===== src/rtl/rvfpm_result_fifo.sv =====
// Result-side buffer between the FPU result port and the core's XIF result interface.
// In-order FIFO with first-word-fall-through head and a per-register pending mask.
module rvfpm_result_fifo #(
    parameter int DEPTH      = 4,
    parameter int X_ID_WIDTH = 4,
    parameter int FLEN       = 32,
    parameter int NUM_F_REGS = 32
) (
    input  logic                       ck,
    input  logic                       rst,
    input  logic                       flush,
    input  logic                       in_valid,
    output logic                       in_ready,
    input  logic [X_ID_WIDTH-1:0]      in_id,
    input  logic [FLEN-1:0]            in_data,
    input  logic [4:0]                 in_rd,
    input  logic                       in_we,
    output logic                       result_valid,
    input  logic                       result_ready,
    output logic [X_ID_WIDTH-1:0]      result_id,
    output logic [FLEN-1:0]            result_data,
    output logic [4:0]                 result_rd,
    output logic                       result_we,
    output logic [$clog2(DEPTH):0]     count,
    output logic [NUM_F_REGS-1:0]      pending_rd,
    output logic                       overflow_err
);

    localparam int AW = $clog2(DEPTH);
    localparam int PW = AW + 1;

    logic [X_ID_WIDTH-1:0] mem_id   [DEPTH];
    logic [FLEN-1:0]       mem_data [DEPTH];
    logic [4:0]            mem_rd   [DEPTH];
    logic                  mem_we   [DEPTH];

    logic [PW-1:0] wr_ptr;
    logic [PW-1:0] rd_ptr;
    logic          full;
    logic          empty;
    logic          push;
    logic          pop;

    // The extra pointer MSB distinguishes full from empty when the low bits match.
    assign full  = (wr_ptr[AW] != rd_ptr[AW]) && (wr_ptr[AW-1:0] == rd_ptr[AW-1:0]);
    assign empty = (wr_ptr == rd_ptr);
    assign count = wr_ptr - rd_ptr;

    assign in_ready     = !full;
    assign result_valid = !empty;
    assign push         = in_valid && in_ready;
    assign pop          = result_valid && result_ready;

    assign result_id   = result_valid ? mem_id[rd_ptr[AW-1:0]]   : '0;
    assign result_data = result_valid ? mem_data[rd_ptr[AW-1:0]] : '0;
    assign result_rd   = result_valid ? mem_rd[rd_ptr[AW-1:0]]   : '0;
    assign result_we   = result_valid ? mem_we[rd_ptr[AW-1:0]]   : 1'b0;

    always_ff @(posedge ck) begin
        if (rst) begin
            wr_ptr       <= '0;
            rd_ptr       <= '0;
            overflow_err <= 1'b0;
        end else begin
            if (in_valid && full) begin
                overflow_err <= 1'b1;
            end
            if (flush) begin
                wr_ptr <= '0;
                rd_ptr <= '0;
            end else begin
                if (push) begin
                    wr_ptr <= wr_ptr + 1'b1;
                end
                if (pop) begin
                    rd_ptr <= rd_ptr + 1'b1;
                end
            end
        end
    end

    // Storage carries no reset; occupancy is defined purely by the pointers.
    always_ff @(posedge ck) begin
        if (!rst && !flush && push) begin
            mem_id[wr_ptr[AW-1:0]]   <= in_id;
            mem_data[wr_ptr[AW-1:0]] <= in_data;
            mem_rd[wr_ptr[AW-1:0]]   <= in_rd;
            mem_we[wr_ptr[AW-1:0]]   <= in_we;
        end
    end

    always_comb begin
        logic [AW-1:0] offset;
        pending_rd = '0;
        offset     = '0;
        for (int i = 0; i < DEPTH; i++) begin
            offset = AW'(i) - rd_ptr[AW-1:0];
            if ((PW'(offset) < count) && mem_we[i] && (int'(mem_rd[i]) < NUM_F_REGS)) begin
                pending_rd[mem_rd[i]] = 1'b1;
            end
        end
    end

endmodule


===== config.mk =====
export PLATFORM = sky130hd
export DESIGN_NAME = rvfpm_result_fifo
export DESIGN_NICKNAME = d
export VERILOG_FILES = /design/src/rtl/rvfpm_result_fifo.sv
export SDC_FILE = /design/constraint.sdc
export NUM_CORES = 1
export LEC_CHECK = 0
export ABC_AREA = 1
export CORE_ASPECT_RATIO = 0.9
export CORE_UTILIZATION = 30
export DETAILED_ROUTE_END_ITERATION = 7
export GPL_TIMING_DRIVEN = 0
export PLACE_DENSITY = 0.55
export SYNTH_ARGS = -nofsm -noshare
export SYNTH_HDL_FRONTEND = slang
export SYNTH_SLANG_ARGS = --single-unit

===== constraint.sdc =====
create_clock -name ck -period 3.65 [get_ports ck]
set_input_delay 0.9125 -clock ck [delete_from_list [all_inputs] [get_ports ck]]
set_output_delay 0.9125 -clock ck [all_outputs]
set_load 0.1 [all_outputs]

## Word level (Yosys, flattened, before mapping)

Memories as Yosys holds them, arrays and structs flattened. A register that Yosys moved wholly into a read port is not among the register bits.
Cells that the tools add are included.

- Register bits after elaboration: 7
- Bits in writable memories: 168
- Input bits: 47
- Output and inout port bits: 80
- Word-level logic and storage cells: 77
- Memories kept: 4

Memory list:

| name | words | width | read ports | clocked after Yosys merged registers in | write ports | RTL line | text |
|---|---|---|---|---|---|---|---|
| mem_data | 4 | 32 | 1 | 1 | 1 | 33 | `logic [FLEN-1:0] mem_data [DEPTH];` |
| mem_rd | 4 | 5 | 5 | 1 | 1 | 34 | `logic [4:0] mem_rd [DEPTH];` |
| mem_id | 4 | 4 | 1 | 1 | 1 | 32 | `logic [X_ID_WIDTH-1:0] mem_id [DEPTH];` |
| mem_we | 4 | 1 | 5 | 1 | 1 | 35 | `logic mem_we [DEPTH];` |

- $add $sub $neg: 7
- Magnitude comparators: 12
- Eq/ne operators: 3
- Mux-type cells: 26
- Bitwise gates (word level): 3
- Reductions and logical operators: 19

Operator list:

| operator | number |
|---|---|
| 32-bit two-way mux | 5 |
| 32-bit OR | 3 |
| 5-bit by 6-bit < comparator with 1-bit output, second input constant | 4 |
| 1-bit demux with 5-bit select | 4 |
| 5-bit by 1-bit >= comparator with 1-bit output, second input constant | 4 |
| 2-bit two-way mux | 8 |
| 1-bit logical AND | 14 |
| 2-bit by 3-bit < comparator with 1-bit output | 4 |
| 1-bit two-way mux | 7 |
| 3-bit by 1-bit adder with 3-bit output, second input constant | 2 |
| 5-bit two-way mux | 1 |
| 1-bit logical NOT | 4 |
| 4-bit two-way mux | 1 |
| 1-bit by 2-bit subtractor with 2-bit output, first input constant | 2 |
| 2-bit subtractor, first input constant | 2 |
| 3-bit equality test | 1 |
| 3-bit subtractor | 1 |
| 2-bit equality test | 1 |
| 2-bit OR reduction | 1 |
| 1-bit != test | 1 |

## Depth between registers and ports, before layout

- Depth in word-level cells: 11
- Mapped depth: 14
- Depth with buffers taken out: 13

## Worst setup path after synthesis

No wires, ideal clock.

- Path type: flip-flop to output port
- Start: reg wr_ptr[0]
- End: out pending_rd[27]
- Arrival time: 3.867 ns
- Required time: 2.738 ns
- Setup slack: -1.129 ns
- Cell stages (with the launch flop): 13
- Buffers on the path: 1
- Cell sequence: dfxtp_1 -> inv_1 -> ha_1 -> inv_1 -> fa_1 -> inv_1 -> ha_1 -> inv_1 -> o21bai_1 -> nand3_4 -> buf_6 -> nand4_1 -> nand4_1

- Longest elaborated chain between the ends: 10
- Elaborated cells between the ends (all ways): 16
- Classes of those cells: add/sub: 1; order compare: 4; mux: 4; bitwise: 3; reduce/logical: 4

RTL lines:

| element | RTL line | text |
|---|---|---|
| start, declared | 37 | `logic [PW-1:0] wr_ptr;` |
| start signal, assigned | 73 | `wr_ptr <= wr_ptr + 1'b1;` |
| 3-bit subtractor (*) | 47 | `assign count = wr_ptr - rd_ptr;` |
| named net count[1] | 24 | `output logic [$clog2(DEPTH):0] count,` |
| 2-bit by 3-bit < comparator with 1-bit output | 98 | `if ((PW'(offset) < count) && mem_we[i] && (int'(mem_rd[i]) < NUM_F_REGS)) begin` |
| 1-bit logical AND | 98 |  |
| 32-bit two-way mux | 98 |  |
| 32-bit OR (no line) | - |  |
| 32-bit two-way mux | 98 |  |
| 32-bit OR (no line) | - |  |
| 32-bit two-way mux | 98 |  |
| 32-bit OR (no line) | - |  |
| 32-bit two-way mux (*) | 98 |  |
| end, declared | 25 | `output logic [NUM_F_REGS-1:0] pending_rd,` |

The timed path passes the listed nets; every way through them passes the cells marked *.

## Worst setup path after layout

- Start: reg wr_ptr[0]
- End: out pending_rd[17]

- Longest elaborated chain between the ends: 10
- Elaborated cells between the ends (all ways): 16
- Classes of those cells: add/sub: 1; order compare: 4; mux: 4; bitwise: 3; reduce/logical: 4

RTL lines:

| element | RTL line |
|---|---|
| 3-bit subtractor (*) | 47 |
| 2-bit by 3-bit < comparator with 1-bit output | 98 |
| 1-bit logical AND | 98 |
| 32-bit two-way mux | 98 |
| 32-bit OR (no line) | - |
| 32-bit two-way mux | 98 |
| 32-bit OR (no line) | - |
| 32-bit two-way mux | 98 |
| 32-bit OR (no line) | - |
| 32-bit two-way mux (*) | 98 |

Every way passes the cells marked *; elsewhere a longest branch is shown, timed or not.

==> impl_metrics.yaml <==
setup_path:
  cp-end-kind: "primary output"
  crit_type: "flip-flop to primary output"
  path_cells: "inv_4, ha_4, inv_2, fa_2, inv_4, ha_4, inv_2, o21bai_4, nand3_4, buf_6, nand4_1, nand2_1, inv_2, nand2_8, buf_12"
  reg2regPathDepth: 8
  critical_path.most_common_cell: "inv_2"
  worstPathArrival_ns: 2.98
  cp_slowest_cell: "fa_2"
  path_buf_inv: 7
  startpoint_type: "flip-flop"
  cp_max_fo: 6
  regToRegStartpoint: "rd_ptr[1]"
  path_delay_family: "adder cells"
  r2r_slack_ns: 1.02
  reg2reg_to: "mem_rd[3][4]"
  critPathRequiredTime_ns: 2.74
  cpPeakStageDelay_ns: 0.55
global_routing:
  grt.busiest_layer: "met2"
  grt_max_degree: 27
  grt_pass1_wl_mm: 43.6
  grt_pass1_vias: 7335
  grt_use_met1_pct: 25.6
  grt_overflow_total: 0
  antenna_found_initial: 2
  grtUsageMet3_pct: 3.50
  grtUsageMet2_pct: 30.4
  grt_usage_pct: 18.7
min_path:
  hold_path_class: "flip-flop to flip-flop"
  hp-start: "overflow_err"
  hold_end: "overflow_err"
  holdPathStages: 2
synth:
  synth_enable_flop_cells: 168
  synth_top_area_cell: "edfxtp_1"
  ys_seq_elements: 177
  postSynthAreaPerCell_sq_um: 9.22
  synthFlopType: "edfxtp_1"
  ys_seq_area_share_pct: 57.1
  synthTopCellsByArea: "edfxtp_1 (55%), nor2_1 (8.3%), o21ai_0 (4.9%)"
  ys_types: 31
  ys_async_sr_fraction_pct: 0
  synth_top_area_share_pct: 55.1
  synth_cells: 993
  syn-cell-area_sq_mm: 0.00915
  syn_nets: 1054
  yosysWarningCount: 0
final_layout:
  nNetsFinal: 1229
  area_growth_pct: 38.2
  drive_gt1_share_pct: 24.7
clocking:
  cts_root_buf: "clkbuf_16"
  tritoncts: "done"
  ctsHoldBuffers: 0
  clkTransAtPathRegs_ns: 0.07
  cts_sinks: 177
  cts_max_level: 4
  clk_latency_ns: 0.43
  clock_path_buffers: 2
  cts-buffers-inserted: 17
drt:
  first_iter_violations: 663
  vias: 7668
  drt_wl_total_mm: 28.3
  drt-wirelength-per-cell_um: 17.8
  first_pass_iters: 5
  drc: 0
  ant_nets: 0
  vias_per_cell: 4.84
die:
  start_util_pct: 30.6
  row_count: 60
  die_y_um: 168
  dieArea_sq_mm: 0.0312
  die_w_um: 186
  ioPinCount: 127
  coreArea_sq_mm: 0.0300
sta:
  fmax_mhz: 257
  finalClockSkew_ns: 0.0110
  worst_pin_slew_ns: 0.990
  rsz0062_at_grt: "yes"
  slew_viol_final: 0
  fin_crit_sh_pct: 107
  finalSetupViolCount: 32
  maxSlewHeadroom_pct: 34.3
  fin_ws_ns: -0.242
  finalHoldViolCount: 0
  timing.final.crit_period_ns: 3.89
power_and_ir_drop:
  ir_worst_vdd_v: 0.000290
  p_per_area_mw_per_mm2: 395
  total_power_mw: 5.00
  p_leak_nw: 4.86
placement:
  dp_slack_ns: -0.864
  gp_congestion: 0.979
  hpwl_mm: 20.2
  place.port_buffers: 126
outcome:
  status: "finished with violations"
  violations: "negative setup slack"
job:
  maxCapViolations: 0
-- worst min-delay path: stages (launching register included) --
cell     delay, ns
dfxtp_1       0.31
inv_1         0.05
a21oi_1       0.05
-- timing repair --
action                                  4_1_cts  5_1_grt
gates resized for setup                     472       66
gates cloned                                  7        0
pin swaps                                    26        4
endpoints found under the setup margin       77       59
buffers inserted                             17        3
-- through the flow --
step                instances  instance area (sq um)  utilization (%)  TNS (ns)  hold slack (ns)
floorplan                 993                   9630                -   -103.42            0.475
global placement         1522                  11400             38.0   -356.10            0.439
detailed placement       1526                  11500             38.4    -25.66            0.445
CTS                      1582                  12700             42.5     -7.08            0.456
global route             1584                  12600             42.2     -9.17            0.470
finish                   1585                  12700             42.2     -5.81            0.452
-- layout by cell type, fill, tap and decap left out, types with 6 or more instances in the layout --
cell	netlist	routed
dfxtp_1	9	7
clkbuf_16	0	17
buf_12	0	35
ha_1	13	8
nor2_1	202	198
buf_4	0	15
buf_2	15	36
buf_1	6	6
nand2_8	0	13
a21oi_1	58	58
clkdlybuf4s15_2	0	17
clkbuf_1	25	24
inv_2	4	39
nor2_4	3	7
nor3_1	17	17
buf_6	9	19
clkinv_1	1	6
clkdlybuf4s50_1	0	49
nand2_1	114	68
nand2_2	5	17
o21ai_0	89	89
edfxtp_1	168	168
nand4_1	65	65
nand3_4	5	13
inv_1	100	61
o21a_1	9	9
nand2_4	0	21
nand3_1	61	50
-- per-layer routing --
layer | vias up | wire length [um]
met5 | - | 24
met4 | 4 | 301
met3 | 27 | 1940
met2 | 294 | 13600
met1 | 3581 | 12400
li1 | 3762 | -
-- synth_stat cells, drive strengths merged, types with 3 or more instances --
cell      n
a21oi    58
o21bai    3
nand2   119
edfxtp  168
dfxtp     9
ha       13
nand3b    3
o21ai    90
nand4    65
nor3     20
clkbuf   26
nand3    66
inv     104
o21a      9
nor2    206
buf      30
-- logic make-up (layout without fill, tap and decap cells) --
logic type               Yosys count  in the layout  share of synthesized area [%]
other                              0              1                              0
flip-flops                       177            177                           57.1
adder cells (fa/ha/maj)           14             14                           2.00
buffers and inverters            161            347                           7.56
AO/OA/AOI/OAI                    161            161                           9.16
AND/OR/NAND/NOR                  480            482                           24.2
-- report_power, final --
part | internal [mW] | total, mW | leakage (nW) | switching, mW
logic | 0.303 | 1.07 | 3.01 | 0.766
registers | 2.25 | 2.26 | 1.59 | 0.00974
clock network | 0.934 | 1.67 | 0.258 | 0.739
-- sequential cells by signal, summed over array words and instances, names as in the netlist, named ones only --
register / cells
mem_data: 128
mem_id: 16
mem_rd: 20
mem_we: 4
overflow_err: 1
rd_ptr: 3
wr_ptr: 3
-- worst max path at each step --
stage          startpoint              to  slack (ns)  cells past startpoint
3_3_place_gp          rst    mem_rd[2][0]       -2.06                      4
3_5_place_dp    wr_ptr[0]   pending_rd[4]       -0.86                     14
4_1_cts         wr_ptr[0]  pending_rd[18]       -0.28                     15
2_1_floorplan   rd_ptr[1]  mem_data[0][0]       -0.61                      7
5_1_grt         wr_ptr[0]  pending_rd[17]       -0.33                     15
6_report        wr_ptr[0]  pending_rd[17]       -0.24                     15
-- area by class of cell --
cell class | count | area (sq um)
multi-input combinational | 657 | 3890
clock buffer | 18 | 429
buffer | 56 | 300
timing repair buffer | 154 | 1770
sequential | 177 | 5230
fill | 2909 | 17300
inverter | 105 | 404
antenna | 1 | 2.50
tap | 403 | 504
clock inverter | 14 | 116
Note: power is estimated with default switching activity, not from simulation.
